### src/rtl/mem_arbiter.sv
// ---------------------------------------------------------------------------
// mem_arbiter
// Shares one SOC RAM port between two masters (m0 = CPU, m1 = UART loader /
// debug). Each master strobes a read (rstrb pulse) or a write (nonzero wmask
// pulse). The request is captured into a per-master pending slot. Pending
// slots are granted round-robin, one RAM transaction at a time.
//
// Ports:
//   clk, resetn             system clock, asynchronous active-low reset
//   mX_addr/wdata/wmask     master X request fields, sampled with a strobe
//   mX_rstrb                master X read strobe (one-cycle pulse)
//   mX_rdata                master X read data, held until its next read
//   mX_rbusy / mX_wbusy     master X read / write in progress
//   s_addr/s_wdata          RAM address / write data (registered, held)
//   s_wmask/s_rstrb         RAM write mask / read strobe (one-cycle pulses)
//   s_rdata                 RAM read data, valid MEM_LATENCY edges after the
//                           edge that samples s_rstrb
// ---------------------------------------------------------------------------
module mem_arbiter #(
   parameter int MEM_LATENCY = 1
) (
   input  logic        clk,
   input  logic        resetn,
   input  logic [31:0] m0_addr,
   input  logic [31:0] m0_wdata,
   input  logic [3:0]  m0_wmask,
   input  logic        m0_rstrb,
   output logic [31:0] m0_rdata,
   output logic        m0_rbusy,
   output logic        m0_wbusy,
   input  logic [31:0] m1_addr,
   input  logic [31:0] m1_wdata,
   input  logic [3:0]  m1_wmask,
   input  logic        m1_rstrb,
   output logic [31:0] m1_rdata,
   output logic        m1_rbusy,
   output logic        m1_wbusy,
   output logic [31:0] s_addr,
   output logic [31:0] s_wdata,
   output logic [3:0]  s_wmask,
   output logic        s_rstrb,
   input  logic [31:0] s_rdata
);

   typedef enum logic [1:0] {
      ST_IDLE  = 2'd0,
      ST_ISSUE = 2'd1,
      ST_WAIT  = 2'd2
   } state_t;

   localparam logic [3:0] LATENCY = 4'(MEM_LATENCY);

   state_t           state_q, state_d;
   logic             last_grant_q, last_grant_d;
   logic             gnt_q, gnt_d;
   logic [3:0]       cnt_q, cnt_d;
   logic [1:0]       pend_rd_q, pend_rd_d;
   logic [1:0]       pend_wr_q, pend_wr_d;
   logic [1:0][31:0] req_addr_q, req_addr_d;
   logic [1:0][31:0] req_wdata_q, req_wdata_d;
   logic [1:0][3:0]  req_wmask_q, req_wmask_d;
   logic [1:0][31:0] rdata_q, rdata_d;
   logic [31:0]      s_addr_q, s_addr_d;
   logic [31:0]      s_wdata_q, s_wdata_d;
   logic [3:0]       s_wmask_q, s_wmask_d;
   logic             s_rstrb_q, s_rstrb_d;

   // Master-indexed views of the two request ports
   logic [1:0][31:0] in_addr;
   logic [1:0][31:0] in_wdata;
   logic [1:0][3:0]  in_wmask;
   logic [1:0]       in_rstrb;
   logic [1:0]       pend_any;

   assign in_addr  = {m1_addr, m0_addr};
   assign in_wdata = {m1_wdata, m0_wdata};
   assign in_wmask = {m1_wmask, m0_wmask};
   assign in_rstrb = {m1_rstrb, m0_rstrb};
   assign pend_any = pend_rd_q | pend_wr_q;

   // Busy includes the strobe cycle itself, before the pending flag is set
   assign m0_rbusy = m0_rstrb | pend_rd_q[0];
   assign m0_wbusy = (m0_wmask != 4'b0000) | pend_wr_q[0];
   assign m1_rbusy = m1_rstrb | pend_rd_q[1];
   assign m1_wbusy = (m1_wmask != 4'b0000) | pend_wr_q[1];

   assign m0_rdata = rdata_q[0];
   assign m1_rdata = rdata_q[1];
   assign s_addr   = s_addr_q;
   assign s_wdata  = s_wdata_q;
   assign s_wmask  = s_wmask_q;
   assign s_rstrb  = s_rstrb_q;

   // Next-state logic: request capture, round-robin grant and RAM sequencing
   always_comb begin
      state_d      = state_q;
      last_grant_d = last_grant_q;
      gnt_d        = gnt_q;
      cnt_d        = cnt_q;
      pend_rd_d    = pend_rd_q;
      pend_wr_d    = pend_wr_q;
      req_addr_d   = req_addr_q;
      req_wdata_d  = req_wdata_q;
      req_wmask_d  = req_wmask_q;
      rdata_d      = rdata_q;
      s_addr_d     = s_addr_q;
      s_wdata_d    = s_wdata_q;
      s_wmask_d    = 4'b0000;
      s_rstrb_d    = 1'b0;

      // A strobe is only accepted into an empty slot; a write wins over a
      // simultaneous read strobe.
      for (int m = 0; m < 2; m++) begin
         if (!pend_any[m] && (in_rstrb[m] || (in_wmask[m] != 4'b0000))) begin
            req_addr_d[m]  = in_addr[m];
            req_wdata_d[m] = in_wdata[m];
            req_wmask_d[m] = in_wmask[m];
            if (in_wmask[m] != 4'b0000) begin
               pend_wr_d[m] = 1'b1;
            end else begin
               pend_rd_d[m] = 1'b1;
            end
         end else begin
            // slot busy or no strobe: the captured request stays as it is
            pend_wr_d[m] = pend_wr_d[m];
         end
      end

      case (state_q)
         ST_IDLE: begin
            if (pend_any != 2'b00) begin
               // With both pending, the master not granted last time wins
               if (pend_any == 2'b11) begin
                  gnt_d = ~last_grant_q;
               end else begin
                  gnt_d = pend_any[1];
               end
               last_grant_d = gnt_d;
               s_addr_d     = req_addr_q[gnt_d];
               s_wdata_d    = req_wdata_q[gnt_d];
               if (pend_wr_q[gnt_d]) begin
                  s_wmask_d = req_wmask_q[gnt_d];
               end else begin
                  s_rstrb_d = 1'b1;
               end
               state_d = ST_ISSUE;
            end else begin
               state_d = ST_IDLE;
            end
         end
         ST_ISSUE: begin
            if (pend_wr_q[gnt_q]) begin
               pend_wr_d[gnt_q] = 1'b0;
               state_d          = ST_IDLE;
            end else begin
               cnt_d   = LATENCY;
               state_d = ST_WAIT;
            end
         end
         ST_WAIT: begin
            if (cnt_q <= 4'd1) begin
               rdata_d[gnt_q]   = s_rdata;
               pend_rd_d[gnt_q] = 1'b0;
               state_d          = ST_IDLE;
            end else begin
               cnt_d = cnt_q - 4'd1;
            end
         end
         default: begin
            state_d = ST_IDLE;
         end
      endcase
   end

   // State and output registers; reset abandons any transaction in flight
   always_ff @(posedge clk or negedge resetn) begin
      if (!resetn) begin
         state_q      <= ST_IDLE;
         last_grant_q <= 1'b1;
         gnt_q        <= 1'b0;
         cnt_q        <= 4'd0;
         pend_rd_q    <= 2'b00;
         pend_wr_q    <= 2'b00;
         req_addr_q   <= {2{32'h0000_0000}};
         req_wdata_q  <= {2{32'h0000_0000}};
         req_wmask_q  <= {2{4'b0000}};
         rdata_q      <= {2{32'h0000_0000}};
         s_addr_q     <= 32'h0000_0000;
         s_wdata_q    <= 32'h0000_0000;
         s_wmask_q    <= 4'b0000;
         s_rstrb_q    <= 1'b0;
      end else begin
         state_q      <= state_d;
         last_grant_q <= last_grant_d;
         gnt_q        <= gnt_d;
         cnt_q        <= cnt_d;
         pend_rd_q    <= pend_rd_d;
         pend_wr_q    <= pend_wr_d;
         req_addr_q   <= req_addr_d;
         req_wdata_q  <= req_wdata_d;
         req_wmask_q  <= req_wmask_d;
         rdata_q      <= rdata_d;
         s_addr_q     <= s_addr_d;
         s_wdata_q    <= s_wdata_d;
         s_wmask_q    <= s_wmask_d;
         s_rstrb_q    <= s_rstrb_d;
      end
   end

endmodule

### config.mk
export PLATFORM = sky130hd
export DESIGN_NAME = mem_arbiter
export DESIGN_NICKNAME = d
export VERILOG_FILES = /design/src/rtl/mem_arbiter.sv
export SDC_FILE = /design/constraint.sdc
export NUM_CORES = 1
export LEC_CHECK = 0
export CORE_MARGIN = 1
export CORE_UTILIZATION = 54
export CTS_BUF_LIST = sky130_fd_sc_hd__clkbuf_8
export DETAILED_ROUTE_END_ITERATION = 8
export PLACE_DENSITY = 0.86
export SETUP_SLACK_MARGIN = 0.4
export SYNTH_ARGS = -nofsm -noshare
export SYNTH_HDL_FRONTEND = slang
export SYNTH_SLANG_ARGS = --single-unit
export TNS_END_PERCENT = 100
### constraint.sdc
create_clock -name clk -period 3.05 [get_ports clk]
set_input_delay 0.915 -clock clk [delete_from_list [all_inputs] [get_ports clk]]
set_output_delay 0.915 -clock clk [all_outputs]
set_load 0.05 [all_outputs]
==> impl_metrics.json <==
{
  "top_layer_used_by_detailed_routing": "met4",
  "cts_tree": "built",
  "yosys_warnings": 0,
  "core_area_sq_mm": 0.02023,
  "clock-sinks": 281,
  "critPathLaunch": "m0_wmask[0]",
  "met3_wirelength_mm": 1.758,
  "synthesis.instances": 866,
  "detail_route.wl_per_cell_um": 18.47,
  "gp_routability_congestion": 0.7731,
  "yosys_register_bits": 281,
  "insertion_delay_ns": 0.54,
  "critical_path.reg2reg.startpoint": "cnt_q[1]",
  "yosysUniqueCellTypes": 33,
  "mappedNetlistArea_sq_mm": 0.01114,
  "global_route_wire_length_before_repair_mm": 44.33,
  "initial_antenna_violation_count": 3,
  "layout-drive-gt1-share_pct": 23.07,
  "die_area_sq_mm": 0.02121,
  "status": "completed",
  "report.final.slew_viol_count": 0,
  "tightestPinTransition_ns": 0.5864,
  "clkPwrFrac_pct": 15.9,
  "critical_path.endpoint_type": "output pin",
  "synth_top_area_share_pct": 62.88,
  "finish.cell_count_without_fillers": 1504,
  "comb_power_share_pct": 51.0,
  "period_needed_ns": 2.788,
  "synthArstFlopShare_pct": 100.0,
  "power.ir.vdd_worst_mv": 0.7742,
  "vias": 7996,
  "ys.flop_type": "sky130_fd_sc_hd__dfrtp_1",
  "critical-path-top-delay-family": "simple AND/OR/NAND/NOR gates",
  "length_of_the_first_detailed_routing_pass_in_iterations": 4,
  "wl_met2_mm": 13.94,
  "cap_violations": 0,
  "worstPathBufferInverterCount": 3,
  "crit_path_cell_trace": "buf_6 -> or4_4 -> nor2_4 -> inv_2 -> buf_8",
  "die_h_um": 145.7,
  "synth_seq_area_share_pct": 63.11,
  "grt_usage_pct": 26.61,
  "utilization_pct": 77.26,
  "met1_length_mm": 11.05,
  "synth_area_per_cell_sq_um": 12.87,
  "timing.reg2reg.setup_slack_ns": 0.69,
  "ys_top_cells_by_area": "sky130_fd_sc_hd__dfrtp_1 (63%), sky130_fd_sc_hd__mux2_2 (16%), sky130_fd_sc_hd__nand2_1 (5.3%)",
  "synth_enable_flop_cells": 0,
  "fmax_ghz": 0.3587,
  "syn_nets": 1040,
  "share_seq_of_total_power_pct": 33.1,
  "cts_root_buffer": "sky130_fd_sc_hd__clkbuf_8",
  "critPathCapture": "m0_wbusy",
  "grt_max_degree": 124,
  "io_pins": 309,
  "floorplan.rows": 52,
  "synthMostInstantiatedCell": "sky130_fd_sc_hd__dfrtp_1",
  "n_fill_cell": 1236,
  "grt_setup_unrepaired": "yes",
  "initial_utilization_pct": 55.07,
  "cts_hold_buffers": 0,
  "sequential_cell_area_sq_mm": 0.007033,
  "power.net_switching_uw": 9024,
  "slew_headroom_pct": 60.90,
  "final_critical_path_setup_slack_ns": 0.2622,
  "multi_input_area_sq_mm": 0.003831,
  "route.final.wire_length_mm": 27.78,
  "worstHoldPathType": "in -> async",
  "leakage_uw": 0.007385,
  "final-hold-violation-count": 0,
  "swShare_pct": 44.24,
  "min_period_over_period_pct": 91.40,
  "grt_overflow_total": 0,
  "port_buffers": 308,
  "cts.htree.levels": 2,
  "dpl.hpwl_mm": 18.20,
  "via_per_inst": 5.316,
  "crit_arrival_ns": 1.87,
  "p_per_area_mw_per_mm2": 1305,
  "whs_ns": 0.3416,
  "clk_pin_slew_ns": 0.06,
  "pre_cts_slack_ns": -0.1314,
  "p_int_uw": 11370,
  "initialDrtViolationCount": 354,
  "timing.critical_path.fanout_max": 2,
  "synth_top_area_cell": "sky130_fd_sc_hd__dfrtp_1",
  "clock_tree.buffer_depth": 3,
  "worst-path-stages": 5,
  "worstRegToRegCells": 7,
  "place_inst": 1417,
  "worstReg2RegEnd": "m0_rdata[1]",
  "critical_path_required_ns": 2.13,
  "tritoncts.num_buffers": 45,
  "startpoint_type": "input pin",
  "crit_type": "in -> out",
  "area_growth_pct": 40.30,
  "detail-route-antenna-nets": 0,
  "max_stage_delay_ns": 0.55,
  "first_global_vias": 8290,
  "clock_skew_ns": 0.009074,
  "drc": 0,
  "slowest_stage": "sky130_fd_sc_hd__or4_4",
  "floorplan.die.width_um": 145.7,
  "final_net_count": 1369,
  "setup_violations": 0,
  "synth_common_cells": "sky130_fd_sc_hd__dfrtp_1 (280), sky130_fd_sc_hd__mux2_2 (162), sky130_fd_sc_hd__nand2_1 (156)"
}
power by group through the flow:
stage                     combinational [uW]  clock [uW]  sequential (uW)
after floorplan                         4390           0             9640
after global placement                 10400           0             6680
after detailed placement               10700           0             6790
after CTS                              10500        3320             6750
after global routing                   11000        3500             6970
final                                  10400        3240             6750
sequential cells by signal (all words and copies together) (netlist names), 2 cells and up:
name,flops
pend_wr_q,2
s_wmask,4
req_wdata_q,64
state_q,2
pend_rd_q,2
m0_rdata,32
req_addr_q,64
req_wmask_q,8
s_wdata,32
s_addr,32
m1_rdata,32
cnt_q,4
cell usage in the layout (no fill, tap or decap), types with 3 or more instances in the layout:
cell	synthesis	final
sky130_fd_sc_hd__buf_6	6	4
sky130_fd_sc_hd__nor2_1	71	69
sky130_fd_sc_hd__mux2_1	36	36
sky130_fd_sc_hd__dlygate4sd2_1	0	55
sky130_fd_sc_hd__buf_4	11	16
sky130_fd_sc_hd__dfrtp_1	280	280
sky130_fd_sc_hd__diode_2	0	3
sky130_fd_sc_hd__dlymetal6s2s_1	0	60
sky130_fd_sc_hd__mux2i_1	4	4
sky130_fd_sc_hd__clkbuf_8	0	62
sky130_fd_sc_hd__inv_1	6	19
sky130_fd_sc_hd__buf_12	0	8
sky130_fd_sc_hd__clkdlybuf4s50_1	0	180
sky130_fd_sc_hd__nand2_1	156	155
sky130_fd_sc_hd__buf_8	0	5
sky130_fd_sc_hd__buf_2	13	3
sky130_fd_sc_hd__a31oi_1	64	64
sky130_fd_sc_hd__clkinv_2	0	5
sky130_fd_sc_hd__a21oi_1	10	10
sky130_fd_sc_hd__mux2_2	162	162
layout make-up:
type | instances | share of cell area (%)
diodes | 3 | 0.04802
multi-input cells | 529 | 24.51
clock buffers | 62 | 5.458
flip-flops and latches | 281 | 44.99
well taps | 270 | 2.161
repair buffers | 332 | 22.13
clock inverters | 21 | 0.5682
inverters | 6 | 0.1441
kinds of logic (layout without fill, tap and decap cells):
group                    Yosys count  in the layout  share of synthesized area [%]
flip-flops                       281            281                          63.11
AND/OR/NAND/NOR                  243            243                          8.702
other                              0              3                              0
adder cells (fa/ha/maj)            2              2                         0.2245
multiplexers                     202            202                          20.37
buffers and inverters             56            421                          2.807
AO/OA/AOI/OAI                     82             82                          4.783
layer usage:
| metal | track usage [%] | vias up |
|---|---|---|
| met5 | 0 | - |
| li1 | - | 3642 |
| met3 | 5.705 | 71 |
| met1 | 33.58 | 3998 |
| met2 | 44.38 | 285 |
| met4 | 12.05 | 0 |
how the worst min path moves through the flow:
stage | start | endpoint | slack, ns | depth (start not counted)
final | resetn | m0_rdata[27] | 0.34 | 1
after global routing | resetn | m0_rdata[27] | 0.36 | 1
after CTS | resetn | m0_rdata[30] | 0.34 | 1
after detailed placement | req_wmask_q[5] | req_wmask_q[5] | 0.48 | 2
after global placement | req_wmask_q[6] | req_wmask_q[6] | 0.46 | 2
after floorplan | req_wmask_q[4] | req_wmask_q[4] | 0.45 | 2
through the flow:
step | cell area, sq um | setup TNS [ns] | power [uW]
final | 15630 | 0 | 20400
after global routing | 15630 | 0 | 21520
after CTS | 15470 | 0 | 20580
after detailed placement | 14560 | -0.2969 | 17490
after global placement | 14560 | -0.2293 | 17090
after floorplan | 11150 | 0 | 14030
what timing repair did:
action                     4_1_cts  5_1_grt
cloned                           0        0
setup endpoints to repair       58       62
buffers inserted                 1        0
gates resized for setup         97       63
pin swaps                        4        4
No activity file was read; power rests on OpenSTA's default activity.
